### config.mk
export PLATFORM = sky130hd
export DESIGN_NAME = mem_datos_be
export DESIGN_NICKNAME = d
export VERILOG_FILES = /design/src/rtl/mem_datos_be.sv
export SDC_FILE = /design/constraint.sdc
export NUM_CORES = 1
export LEC_CHECK = 0
export CAP_MARGIN = 20
export CORE_ASPECT_RATIO = 1.2
export CORE_MARGIN = 1.5
export CORE_UTILIZATION = 35
export CTS_CLUSTER_SIZE = 20
export DETAILED_ROUTE_END_ITERATION = 7
export RECOVER_POWER = 100
export SETUP_SLACK_MARGIN = 0.05
export SYNTH_ARGS = -nofsm -noshare
export SYNTH_HDL_FRONTEND = slang
export SYNTH_SLANG_ARGS = --single-unit
### constraint.sdc
create_clock -name clk -period 3.8 [get_ports clk]
set_input_delay 0.76 -clock clk [delete_from_list [all_inputs] [get_ports clk]]
set_output_delay 0.76 -clock clk [all_outputs]
set_load 0.005 [all_outputs]
### src/rtl/mem_datos_be.sv
// ============================================================================
// Module  : mem_datos_be
// Brief   : Byte-addressable data memory with sized loads/stores, sign or zero
//           extension, registered response and a post-reset clear sweep.
// Revision: 1.0
// ============================================================================
`default_nettype none

module mem_datos_be #(
   parameter int DEPTH    = 32,
   parameter int ADDR_W   = 32,
   parameter int INIT_CLR = 1
) (
   input  logic              clk,
   input  logic              rst,
   input  logic              req_valid_i,
   output logic              req_ready_o,
   input  logic              we_i,
   input  logic [ADDR_W-1:0] addr_i,
   input  logic [1:0]        size_i,
   input  logic              sign_ext_i,
   input  logic [31:0]       wdata_i,
   output logic              rsp_valid_o,
   output logic [31:0]       rdata_o,
   output logic              err_o,
   output logic              init_done_o
);

   localparam int IDX_W = $clog2(DEPTH);
   localparam logic [IDX_W-1:0] C_LAST_IDX = IDX_W'(DEPTH - 1);

   typedef enum logic [0:0] {
      ST_INIT = 1'b0,
      ST_RUN  = 1'b1
   } state_t;

   state_t           state_q;
   logic [IDX_W-1:0] clr_ptr_q;
   logic             req_ready_q;
   logic             rsp_valid_q;
   logic [31:0]      rdata_q;
   logic             err_q;
   logic             init_done_q;
   logic [31:0]      mem_q [DEPTH];

   logic [IDX_W-1:0] idx;
   logic [1:0]       lane;
   logic             oor;
   logic             err_req;
   logic             accept;
   logic             st_en;
   logic             clr_en;
   logic [3:0]       byte_en;
   logic [31:0]      wlanes;
   logic [31:0]      rd_word;
   logic [31:0]      rd_shift;
   logic [15:0]      rd_half;
   logic [31:0]      ld_ext;
   logic [31:0]      rdata_d;
   logic             err_d;

   assign idx  = addr_i[IDX_W+1:2];
   assign lane = addr_i[1:0];

   // Any address bit above the word index makes the request out of range.
   if (ADDR_W > IDX_W + 2) begin : g_range
      assign oor = |addr_i[ADDR_W-1:IDX_W+2];
   end else begin : g_norange
      assign oor = 1'b0;
   end

   always_comb begin
      err_req = oor;
      case (size_i)
         2'b00:   err_req = oor;
         2'b01:   err_req = oor | lane[0];
         2'b10:   err_req = oor | (lane != 2'b00);
         default: err_req = 1'b1;
      endcase
   end

   assign accept = req_valid_i && req_ready_q;
   assign st_en  = accept && we_i && !err_req;
   assign clr_en = (state_q == ST_INIT) && (INIT_CLR != 0);

   always_comb begin
      byte_en = 4'b0000;
      wlanes  = 32'h0;
      case (size_i)
         2'b00: begin
            byte_en = 4'b0001 << lane;
            wlanes  = {4{wdata_i[7:0]}};
         end
         2'b01: begin
            byte_en = lane[1] ? 4'b1100 : 4'b0011;
            wlanes  = {2{wdata_i[15:0]}};
         end
         2'b10: begin
            byte_en = 4'b1111;
            wlanes  = wdata_i;
         end
         default: begin
            byte_en = 4'b0000;
            wlanes  = 32'h0;
         end
      endcase
   end

   always_ff @(posedge clk) begin
      if (clr_en) begin
         mem_q[clr_ptr_q] <= 32'h0;
      end else if (st_en) begin
         for (int b = 0; b < 4; b++) begin
            if (byte_en[b]) begin
               mem_q[idx][8*b +: 8] <= wlanes[8*b +: 8];
            end
         end
      end
   end

   // The array is read before the accepting edge, so a store on the previous
   // edge is already visible to a back-to-back load.
   assign rd_word  = mem_q[idx];
   assign rd_shift = rd_word >> {lane, 3'b000};
   assign rd_half  = lane[1] ? rd_word[31:16] : rd_word[15:0];

   always_comb begin
      ld_ext = 32'h0;
      case (size_i)
         2'b00:   ld_ext = {{24{sign_ext_i & rd_shift[7]}}, rd_shift[7:0]};
         2'b01:   ld_ext = {{16{sign_ext_i & rd_half[15]}}, rd_half};
         2'b10:   ld_ext = rd_word;
         default: ld_ext = 32'h0;
      endcase
   end

   assign rdata_d = (accept && !we_i && !err_req) ? ld_ext : 32'h0;
   assign err_d   = accept && err_req;

   always_ff @(posedge clk or posedge rst) begin
      if (rst) begin
         state_q     <= ST_INIT;
         clr_ptr_q   <= '0;
         req_ready_q <= 1'b0;
         rsp_valid_q <= 1'b0;
         rdata_q     <= 32'h0;
         err_q       <= 1'b0;
         init_done_q <= 1'b0;
      end else begin
         rsp_valid_q <= accept;
         rdata_q     <= rdata_d;
         err_q       <= err_d;
         case (state_q)
            ST_INIT: begin
               if ((INIT_CLR == 0) || (clr_ptr_q == C_LAST_IDX)) begin
                  state_q     <= ST_RUN;
                  req_ready_q <= 1'b1;
                  init_done_q <= 1'b1;
               end else begin
                  clr_ptr_q <= clr_ptr_q + 1'b1;
               end
            end
            ST_RUN: begin
               state_q     <= ST_RUN;
               req_ready_q <= 1'b1;
               init_done_q <= 1'b1;
            end
            default: begin
               state_q <= ST_INIT;
            end
         endcase
      end
   end

   assign req_ready_o = req_ready_q;
   assign rsp_valid_o = rsp_valid_q;
   assign rdata_o     = rdata_q;
   assign err_o       = err_q;
   assign init_done_o = init_done_q;

endmodule

`default_nettype wire

==> results of run 1 <==
-- worst min path at each step --
| stage | end | start |
|---|---|---|
| detailed placement | rsp_valid_o | init_done_o |
| finish | rdata_o[16] | rst |
| global placement | rsp_valid_o | init_done_o |
| floorplan | init_done_o | init_done_o |
| global route | rdata_o[18] | rst |
| CTS | rsp_valid_o | init_done_o |
-- layer usage --
| layer | share of wire [%] | GRT usage (%) |
|---|---|---|
| met2 | 48 | 29.6 |
| met4 | 3.0 | 6.00 |
| met5 | 0 | 0 |
| met3 | 7.6 | 3.34 |
| met1 | 41 | 24.7 |
-- cells in the mapped netlist, types with 19 or more instances --
library cell,n,area share [%]
edfxtp_1,1024,73
mux4_2,238,13
nand2_1,120,1.1
nor3_1,104,1.2
mux2i_1,93,2.2
a22oi_1,63,1.1
clkbuf_1,59,0.52
nor2_1,50,0.44
a21oi_1,44,0.52
dfrtp_1,41,2.4
buf_2,37,0.44
nand3_1,32,0.38
and2_1,21,0.31
a211oi_1,19,0.34
-- worst reg2reg max path: stages (launching register included) --
cell,delay [ns]
dfrtp_1,0.37
nand2_1,0.07
inv_1,0.06
and2_1,0.15
nand4_1,0.27
buf_4,0.25
buf_4,0.35
mux2i_1,0.24
buf_4,0.21
nand2_1,0.22
nor2_1,0.24
buf_4,0.19
-- what timing repair did --
| item | 4_1_cts | 5_1_grt |
|---|---|---|
| endpoints found under the setup margin | 120 | 116 |
| setup buffers | 0 | 0 |
| resized for setup | 9 | 10 |
| cloned | 0 | 0 |
-- registers in the layout, indices dropped and copies added (netlist names) --
name and count:
err_o 1, rsp_valid_o 1, rdata_o 32, init_done_o 1, state_q 1, clr_ptr_q 5
mem_q 1024
-- per-stage QoR --
step | hold WS (ns) | total power [W]
floorplan | 0.510 | 0.0135
global placement | 0.515 | 0.0140
detailed placement | 0.498 | 0.0140
CTS | 0.520 | 0.0242
global route | 0.500 | 0.0246
finish | 0.488 | 0.0240
-- where the power goes --
part           total [W]  internal, W  switching (W)
Combinational    0.00105     0.000431       0.000615
Sequential        0.0127       0.0127     0.00000358
Clock             0.0102      0.00594        0.00428
Total             0.0240       0.0191        0.00490
-- layout make-up --
type | instances | share of cell area [%]
flip-flops and latches | 1065 | 61.3
multi-input cells | 937 | 19.4
repair buffers | 439 | 8.96
clock buffers | 117 | 5.11
well taps | 1551 | 3.75
clock inverters | 63 | 1.36
inverters | 10 | 0.0773
diodes | 1 | 0.00483
-- layout by cell type, fill, tap and decap left out, drive strengths merged, types with 13 or more instances in the layout --
| master | n |
|---|---|
| nor2 | 50 |
| mux2 | 15 |
| buf | 315 |
| o21ai | 14 |
| a31oi | 13 |
| dfrtp | 41 |
| nand2 | 120 |
| nor3 | 104 |
| and3 | 18 |
| clkbuf | 138 |
| a211oi | 21 |
| nor2b | 18 |
| a22oi | 63 |
| edfxtp | 1024 |
| mux4 | 238 |
| inv | 14 |
| dlygate4sd3 | 37 |
| nand3 | 33 |
| clkdlybuf4s50 | 66 |
| and2 | 21 |
| clkinv | 36 |
| bufinv | 14 |
| a21oi | 44 |
| mux2i | 93 |
-- cells by family (layout without fill, tap and decap cells) --
family / after synthesis / count (layout) / share of synthesized area, %
compound gates: 193 / 193 / 3.17
xor+xnor: 3 / 3 / 0.0620
fa+ha+maj: 6 / 6 / 0.177
buf+inv: 154 / 629 / 1.93
flops: 1065 / 1065 / 75.0
mux: 346 / 346 / 15.2
other cells: 0 / 1 / 0
simple gates: 389 / 389 / 4.42
==> impl_results.md, run 1 <==
* Critical path depth in cells at 12
* I/O pin count at 107
* Setup violations, final at 0
* Delay-heaviest family, CP: simple AND/OR/NAND/NOR gates
* RSZ-0062 raised after global routing: yes
* Pleak at 19.5 nW
* Total wire length at 112 mm
* Hold crit path type: input pin to asynchronous set/reset pin
* Post-synthesis cell type count at 50
* Root Driver: clkbuf_16
* Crit Path Max Fanout at 16
* Clock-pin slew on the worst setup and hold paths at 0.07 ns
* Layout area overhead at 22.3%
* Startpoint Class: input pin
* Slew headroom at -61.6%
* Slowest library cell on the worst path: nor3_1
* P per Cell Area at 463 nW/µm²
* Mapped Area at 42400 µm²
* Avg WL per Cell at 26.9 µm
* Critical path arrival at 3.97 ns
* Max-Cap Viols at 1
* Setup slack at placement at -0.782 ns
* Fillers at 10100
* Crit path capture type: register
* Max IR drop VDD at 0.000325 V
* Clock Tree Buf Depth at 3
* Final period util at 97.3%
* Die Span Y at 384 µm
* Worst EP required at 4.07 ns
* Number of synthesized register bits at 1065
* Initial drt markers at 2419
* Tot GR Track Use at 18.2%
* Placed Area at 48200 µm²
* Post-synth EDFFs at 1024
* Grt total ovfl at 0
* Placeable core area at 120000 µm²
* Syn_nets at 2233
* Via count at 22900
* Post-route cell area at 51800 µm²
* Placed Cells at 3971
* Register area at 31800 µm²
* Final HPWL DP at 77.2 mm
* Largest net degree at the start of global routing at 42
* Nets at 2628
* Fin crit period at 3.70 ns
* CP Buf/Inv Count at 4
* Top FF cell, synth: edfxtp_1
* Final Core Density at 43.2%
* Slew Viols, Final at 34
* Failing checks: max-capacitance violations, max-slew violations
* Slew @ Worst Pin at 2.42 ns
* CTS tree: yes
* Initial Util at 35.4%
* Reg2Reg Launch Point: init_done_o
* Gpl congestion at 0.883
* Run status: finished with violations
* RR Endpoint: mem_q[28][20]
* Max Clock Skew at 0.0258 ns
* Setup CP Type: input pin to register
* Fmax at 271 MHz
* Yosys warning total at 0
* Seq/Total Area, Yosys at 75.0%
* Avg Synthesized Cell Area at 19.7 µm²
* DIE WIDTH at 321 µm
* Initial antenna violation count at 4
* Final non-filler cell total at 4183
* Fin. Hold Viols at 0
* Full die area at 123000 µm²
* Antenna Violating Nets Remaining at 0
* Share of cells above drive strength 1 at 31.2%
* R2R setup slack at 0.87 ns
* Clock latency on the worst-skew pair at 0.67 ns
* Worst setup path startpoint: size_i[0]
* Pre-antenna DRT Iters at 7
* CTS Sinks at 1065
* Cts hold-fix bufs at 0
* Num rows at 139
* Setup TNS at 0 ns
* DR vias/cell at 5.46
* Post-route worst setup slack at 0.104 ns
* Critical path's largest stage delay at 0.81 ns
* Mapped Cells at 2156
* Async set-reset flop share out of synthesis at 3.85%
* Reg2Reg Depth at 11
* Crit-path cells: clkdlybuf4s50_1 > inv_1 > ha_1 > a21o_1 > a21oi_1 > and2_1 > nand4_1 > buf_4 > nor3_1 > a31oi_2 > buf_12 > nor3_1
* Area of the multi-input gates at 10100 µm²
* PortBufs at 106
* TritonCTS Buffers at 98
* Global-route wire length before repair at 163 mm
* Top cell by count, worst path: nor3_1
* Vias in the first global route at 23300
* DR DRC count at 0
* Number of H-tree levels at 3
* CP endpoint: mem_q[10][22]
(Power assumes the default switching activity.)
==> run 2: changes to the inputs <==
--- a/config.mk
+++ b/config.mk
@@ -7,7 +7,7 @@
 export LEC_CHECK = 0
 export CAP_MARGIN = 20
 export CORE_ASPECT_RATIO = 1.2
-export CORE_MARGIN = 1.5
+export CORE_MARGIN = 2
 export CORE_UTILIZATION = 35
 export CTS_CLUSTER_SIZE = 20
 export DETAILED_ROUTE_END_ITERATION = 7
==> run 2 against run 1 <==
Against the previous run:
- the run still ends with max-capacitance violations, max-slew violations left
- maximum frequency about the same
- combinational power down 4%
- register-to-register slack worse by 0.28 ns
- design area down 1.9%
- clock power about the same
==> impl_results.md, run 2 (same netlist as run 1, synthesis figures left out) <==
* Commonest non-fill, non-tap cell in the layout: edfxtp_1 (unchanged)
* Setup CP Type: input pin to register (unchanged)
* Hold crit path type: input pin to asynchronous set/reset pin (unchanged)
* Final period util at 97.2% (was 97.3%)
* Total wire length at 111 mm (was 112 mm)
* RSZ-0062 raised after global routing: no (was yes)
* DIE WIDTH at 322 µm (was 321 µm)
* Fmax at 271 MHz (about the same)
* Final Core Density at 42.4% (was 43.2%)
* Num rows at 139 (unchanged)
* TritonCTS Buffers at 99 (was 98)
* Critical path arrival at 4.09 ns (was 3.97 ns)
* Grt total ovfl at 0 (unchanged)
* Number of flip-flops in the largest register at 1024 (unchanged)
* Tot GR Track Use at 18.1% (was 18.2%)
* DR vias/cell at 5.40 (was 5.46)
* Layout area overhead at 19.9% (was 22.3%)
* Met2 Use GR at 29.2% (was 29.6%)
* Gpl congestion at 0.878 (was 0.883)
* Tot Pwr at 0.0240 W (about the same)
* PortBufs at 106 (unchanged)
* DR DRC count at 0 (unchanged)
* P per Cell Area at 472 nW/µm² (was 463 nW/µm²)
* Fin. Hold Viols at 0 (unchanged)
* I/O pin count at 107 (unchanged)
* Reg2Reg Depth at 10 (was 11)
* GR peak layer: met2 (unchanged)
* Vias in the first global route at 23400 (was 23300)
* Commonest cells after routing, fill and taps aside: edfxtp_1 (1024), mux4_2 (238), buf_4 (176) (was edfxtp_1 (1024), mux4_2 (238), buf_4 (211))
* Global-route wire length before repair at 162 mm (was 163 mm)
* Startpoint Class: input pin (unchanged)
* Setup violations, final at 0 (unchanged)
* Clock Tree Buf Depth at 3 (unchanged)
* Run status: finished with violations (unchanged)
* Number of H-tree levels at 3 (unchanged)
* Max Clock Skew at 0.0243 ns (was 0.0258 ns)
* Critical path's largest stage delay at 0.59 ns (was 0.81 ns)
* Slowest library cell on the worst path: dlygate4sd3_1 (was nor3_1)
* Clock latency on the worst-skew pair at 0.71 ns (was 0.67 ns)
* Global routing met1 resource utilization at 23.6% (was 24.7%)
* Antenna Violating Nets Remaining at 0 (unchanged)
* RR Endpoint: mem_q[20][6] (was mem_q[28][20])
* Worst EP required at 4.20 ns (was 4.07 ns)
* Initial antenna violation count at 2 (was 4)
* Crit-path cells: dlygate4sd3_1 > ha_1 > buf_4 > o21a_1 > nand4_1 > buf_12 > and4b_1 > a31oi_1 > clkbuf_1 > buf_12 > buf_4 > nor3_1 > clkbuf_2 (was clkdlybuf4s50_1 > inv_1 > ha_1 > a21o_1 > a21oi_1 > and2_1 > nand4_1 > buf_4 > nor3_1 > a31oi_2 > buf_12 > nor3_1)
* Share of cells above drive strength 1 at 28.9% (was 31.2%)
* Clock-pin slew on the worst setup and hold paths at 0.06 ns (was 0.07 ns)
* CTS Sinks at 1065 (unchanged)
* Fin crit period at 3.69 ns (was 3.70 ns)
* GR Layer Usage met3 at 4.47% (was 3.34%)
* Largest Register: mem_q (unchanged)
* Initial Util at 35.4% (unchanged)
* Pleak at 19.2 nW (was 19.5 nW)
* CTS tree: yes (unchanged)
* Failing checks: max-capacitance violations, max-slew violations (unchanged)
* Crit path capture type: register (unchanged)
* Slew headroom at -57.5% (was -61.6%)
* Max-Cap Viols at 3 (was 1)
* Largest net degree at the start of global routing at 46 (was 42)
* Placeable core area at 120000 µm² (unchanged)
* Initial drt markers at 2280 (was 2419)
* Root Driver: clkbuf_16 (unchanged)
* Avg WL per Cell at 26.4 µm (was 26.9 µm)
* Via count at 22700 (was 22900)
* Crit Path Max Fanout at 30 (was 16)
* Final HPWL DP at 76.1 mm (was 77.2 mm)
* Slew Viols, Final at 104 (was 34)
* Die Span Y at 385 µm (was 384 µm)
* Full die area at 124000 µm² (was 123000 µm²)
* Max IR drop VDD at 0.000403 V (was 0.000325 V)
* Final non-filler cell total at 4205 (was 4183)
* Slew @ Worst Pin at 2.36 ns (was 2.42 ns)
* Placed Cells at 4004 (was 3971)
* Reg2Reg Launch Point: state_q (was init_done_o)
* Ant diodes at 0 (was 1)
* Nets at 2649 (was 2628)
* Fillers at 10300 (was 10100)
* R2R setup slack at 0.59 ns (was 0.87 ns)
* Pre-antenna DRT Iters at 6 (was 7)
[run 2: changes by cell type in the layout (fill, tap and decap cells not counted), sizes merged]
cell	previous run	this run
clkinvlp	9	2
dlygate4sd3	37	38
inv	14	17
clkdlybuf4s50	66	65
buf	315	219
diode	1	0
clkinv	36	48
clkbuf	138	249
[run 2: worst max path at each step]
| stage | startpoint | to | slack, ns | cells past startpoint |
|---|---|---|---|---|
| after global routing | size_i[1] | mem_q[16][26] | 0.04 | 14 |
| after CTS | size_i[0] | mem_q[8][5] | 0.05 | 13 |
| after global placement | size_i[0] | mem_q[12][21] | -0.89 | 13 |
| after detailed placement | size_i[0] | mem_q[14][8] | -0.78 | 13 |
| after floorplan | size_i[0] | mem_q[25][24] | 0.33 | 11 |
| final | size_i[1] | mem_q[20][6] | 0.11 | 13 |
[run 2: area by class of cell]
| type | instances | area [µm²] | area share (%) |
|---|---|---|---|
| Clock buffer | 112 | 2580 | 5.08 |
| Clock inverter | 71 | 803 | 1.58 |
| Inverter | 10 | 40.0 | 0.0788 |
| Multi-Input combinational cell | 937 | 9940 | 19.6 |
| Sequential cell | 1065 | 31800 | 62.6 |
| Tap cell | 1551 | 1940 | 3.82 |
| Timing Repair Buffer | 459 | 3720 | 7.32 |
[run 2: repair_timing]
item | CTS | global route
resized for setup | 11 | 12
setup endpoints to repair | 87 | 108
hold buffers | 0 | 0
setup buffers | 0 | 1
pin swaps | 0 | 1
[run 2: where the power goes]
group	leakage (nW)	internal, W	switching, W
clock	1.68	0.00588	0.00436
sequential	12.3	0.0127	0.00000403
combinational	5.27	0.000410	0.000599
total	19.2	0.0190	0.00496
[run 2: per-stage QoR]
step / setup TNS (ns) / cell area [µm²] / worst slack (ns) / hold slack (ns)
after CTS: 0 / 51600 / 0.0510 / 0.551
after global routing: 0 / 50800 / 0.0377 / 0.396
after detailed placement: -400.87 / 48200 / -0.776 / 0.542
after floorplan: 0 / 42400 / 0.334 / 0.510
final: 0 / 50800 / 0.107 / 0.394
after global placement: -460.03 / 48100 / -0.889 / 0.523
[run 2: worst max-delay path, delay by kind of cell]
| family | cells | cell delay, ns |
|---|---|---|
| AO/OA/AOI/OAI | 2 | 0.61 |
| buffers and inverters | 7 | 2.05 |
| AND/OR/NAND/NOR | 3 | 0.47 |
| adder cells (fa/ha/maj) | 1 | 0.18 |
[run 2: layer usage]
| layer | vias up | wire length (µm) |
|---|---|---|
| met5 | - | 21 |
| met4 | 4 | 3580 |
| met3 | 191 | 9820 |
| met2 | 964 | 53000 |
| met1 | 11800 | 44700 |
| li1 | 9702 | - |
==> run 3: changes to the inputs <==
--- a/config.mk
+++ b/config.mk
@@ -9,6 +9,7 @@
 export CORE_ASPECT_RATIO = 1.2
 export CORE_MARGIN = 2
 export CORE_UTILIZATION = 35
+export CTS_CLUSTER_DIAMETER = 60
 export CTS_CLUSTER_SIZE = 20
 export DETAILED_ROUTE_END_ITERATION = 7
 export RECOVER_POWER = 100
==> run 3 against run 2 <==
Against the previous run:
- the flow still finishes with violations (max-capacitance violations, max-slew violations)
- highest routed layer unchanged
- critical path depth up 2
- cell count down 1.8%
- setup slack better by 0.016 ns
- total power down 9.3%
- worst hold slack better by 0.049 ns
- combinational power about the same
- clock power down 21%
- die area unchanged
- flip-flop and latch count unchanged
- sequential power about the same
- first-iteration DRC count up 2.5%
==> impl_results.md, run 3 (same netlist as run 1, synthesis figures left out) <==
* Run status: finished with violations (unchanged)
* Failing checks: max-capacitance violations, max-slew violations (unchanged)
* Largest net degree at the start of global routing at 46 (unchanged)
* Final HPWL DP at 76.1 mm (unchanged)
* CTS tree: yes (unchanged)
* Max IR drop VDD at 0.000338 V (was 0.000403 V)
* Placed Area at 48200 µm² (unchanged)
* Clock-pin slew on the worst setup and hold paths at 0.08 ns (was 0.06 ns)
* TritonCTS Buffers at 70 (was 99)
* Reg2Reg Launch Point: state_q (unchanged)
* Slew headroom at -56.8% (was -57.5%)
* Share of cells above drive strength 1 at 27.6% (was 28.9%)
* Fin. Hold Viols at 0 (unchanged)
* RR Endpoint: mem_q[17][27] (was mem_q[20][6])
* R2R setup slack at 0.57 ns (was 0.59 ns)
* Pre-antenna DRT Iters at 5 (was 6)
* Fillers at 10400 (was 10300)
* Max-Cap Viols at 3 (unchanged)
* Commonest non-fill, non-tap cell in the layout: edfxtp_1 (unchanged)
* Setup slack at placement at -0.776 ns (unchanged)
* I/O pin count at 107 (unchanged)
* Full die area at 124000 µm² (unchanged)
* Met1 wire length at 44.4 mm (was 44.7 mm)
* Highest Signal Layer: met5 (unchanged)
* Setup violations, final at 0 (unchanged)
* DR vias/cell at 5.42 (was 5.40)
* Initial Util at 35.4% (unchanged)
* Global-route wire length before repair at 161 mm (was 162 mm)
* Antenna Violating Nets Remaining at 0 (unchanged)
* Initial drt markers at 2338 (was 2280)
* DIE WIDTH at 322 µm (unchanged)
* PortBufs at 106 (unchanged)
* Startpoint Class: input pin (unchanged)
* Placeable core area at 120000 µm² (unchanged)
* Largest Register: mem_q (unchanged)
* Nets at 2616 (was 2649)
* Commonest cells after routing, fill and taps aside: edfxtp_1 (1024), mux4_2 (238), buf_4 (171) (was edfxtp_1 (1024), mux4_2 (238), buf_4 (176))
* Number of H-tree levels at 3 (unchanged)
* Grt total ovfl at 0 (unchanged)
* Slew Viols, Final at 104 (unchanged)
* Avg WL per Cell at 26.9 µm (was 26.4 µm)
* Initial antenna violation count at 2 (unchanged)
* DR DRC count at 0 (unchanged)
* Final period util at 96.8% (was 97.2%)
* Crit Path Max Fanout at 12 (was 30)
* CTS Sinks at 1065 (unchanged)
* Post-route cell area at 49800 µm² (was 50800 µm²)
* Critical path arrival at 4.03 ns (was 4.09 ns)
* Gpl congestion at 0.878 (unchanged)
* Fin crit period at 3.68 ns (was 3.69 ns)
* Max Clock Skew at 0.0386 ns (was 0.0243 ns)
* Setup CP Type: input pin to register (unchanged)
* Clock Tree Buf Depth at 3 (unchanged)
* Worst EP required at 4.15 ns (was 4.20 ns)
* Reg2Reg Depth at 10 (unchanged)
* Clock latency on the worst-skew pair at 0.66 ns (was 0.71 ns)
* Placed Cells at 4004 (unchanged)
* Num rows at 139 (unchanged)
* Root Driver: clkbuf_16 (unchanged)
* P per Cell Area at 437 nW/µm² (was 472 nW/µm²)
* Tot GR Track Use at 17.9% (was 18.1%)
* Hold WS at 0.443 ns (was 0.394 ns)
* RSZ-0062 raised after global routing: no (unchanged)
* Pleak at 18.7 nW (was 19.2 nW)
* Fmax at 272 MHz (was 271 MHz)
* Crit path capture type: register (unchanged)
* Ant diodes at 0 (unchanged)
* Post-route worst setup slack at 0.122 ns (was 0.107 ns)
* Final non-filler cell total at 4130 (was 4205)
* Vias in the first global route at 23200 (was 23400)
* Hold crit path type: input pin to asynchronous set/reset pin (unchanged)
* Number of flip-flops in the largest register at 1024 (unchanged)
* Die Span Y at 385 µm (unchanged)
* Cts hold-fix bufs at 0 (unchanged)
* Metal3 WL at 10.2 mm (was 9.82 mm)
* Layout area overhead at 17.5% (was 19.9%)
* Slew @ Worst Pin at 2.35 ns (was 2.36 ns)
* Total wire length at 111 mm (about the same)
* Via count at 22400 (was 22700)
* WL met2 at 52.7 mm (was 53.0 mm)
run 3: changes by cell type in the layout (fill, tap and decap cells not counted), sizes merged:
cell	previous run	this run
buf	219	221
bufinv	14	7
clkbuf	249	213
clkdlybuf4s50	65	66
clkinv	48	4
clkinvlp	2	5
dlygate4sd3	38	37
dlymetal6s4s	0	1
inv	17	23
run 3: worst max path at each step:
stage               startpoint             to  slack [ns]  cells past startpoint
CTS                  size_i[0]  mem_q[19][29]        0.03                     12
detailed placement   size_i[0]   mem_q[14][8]       -0.78                     13
finish               size_i[0]  mem_q[17][27]        0.12                     15
global placement     size_i[0]  mem_q[12][21]       -0.89                     13
floorplan            size_i[0]  mem_q[25][24]        0.33                     11
global route         addr_i[2]     rdata_o[8]        0.03                     12
run 3: what timing repair did:
item | 4_1_cts | 5_1_grt
endpoints found under the setup margin | 128 | 156
buffers inserted | 0 | 1
gates cloned | 0 | 0
pin swaps | 0 | 1
resized for setup | 16 | 16
run 3: critical path: stages:
cell             delay (ns)
clkdlybuf4s50_1        0.48
inv_1                  0.07
ha_1                   0.21
a21o_1                 0.19
a21oi_2                0.15
and2_4                 0.17
nand4_1                0.24
buf_12                 0.24
clkbuf_1               0.13
buf_4                  0.15
nor3_1                 0.27
a31oi_4                0.18
clkbuf_1               0.29
nor3_1                 0.22
buf_2                  0.27
run 3: through the flow:
step | TNS [ns] | total power (W) | util (%)
6_report | 0 | 0.0217 | 41.5
5_1_grt | 0 | 0.0223 | 41.5
4_1_cts | 0 | 0.0219 | 42.2
3_5_place_dp | -400.87 | 0.0140 | 40.2
3_3_place_gp | -460.03 | 0.0140 | 40.2
2_1_floorplan | 0 | 0.0135 | -
run 3: cell type report:
class / count / area (µm²) / area share, %
Inverter: 10 / 40.0 / 0.0804
Sequential cell: 1065 / 31800 / 63.8
Multi-Input combinational cell: 937 / 10000 / 20.1
Timing Repair Buffer: 455 / 3710 / 7.46
Clock buffer: 83 / 1900 / 3.81
Clock inverter: 29 / 402 / 0.807
Tap cell: 1551 / 1940 / 3.90
run 3: report_power, final:
part	total (W)	switching (W)	internal, W
registers	0.0127	0.00000399	0.0127
logic	0.00101	0.000602	0.000411
clock network	0.00802	0.00391	0.00411
run 3: layer usage:
layer,vias up,global-route usage (%)
met4,2,6.42
met1,11700,23.5
met2,942,28.9
met5,-,0
li1,9585,-
met3,185,4.41
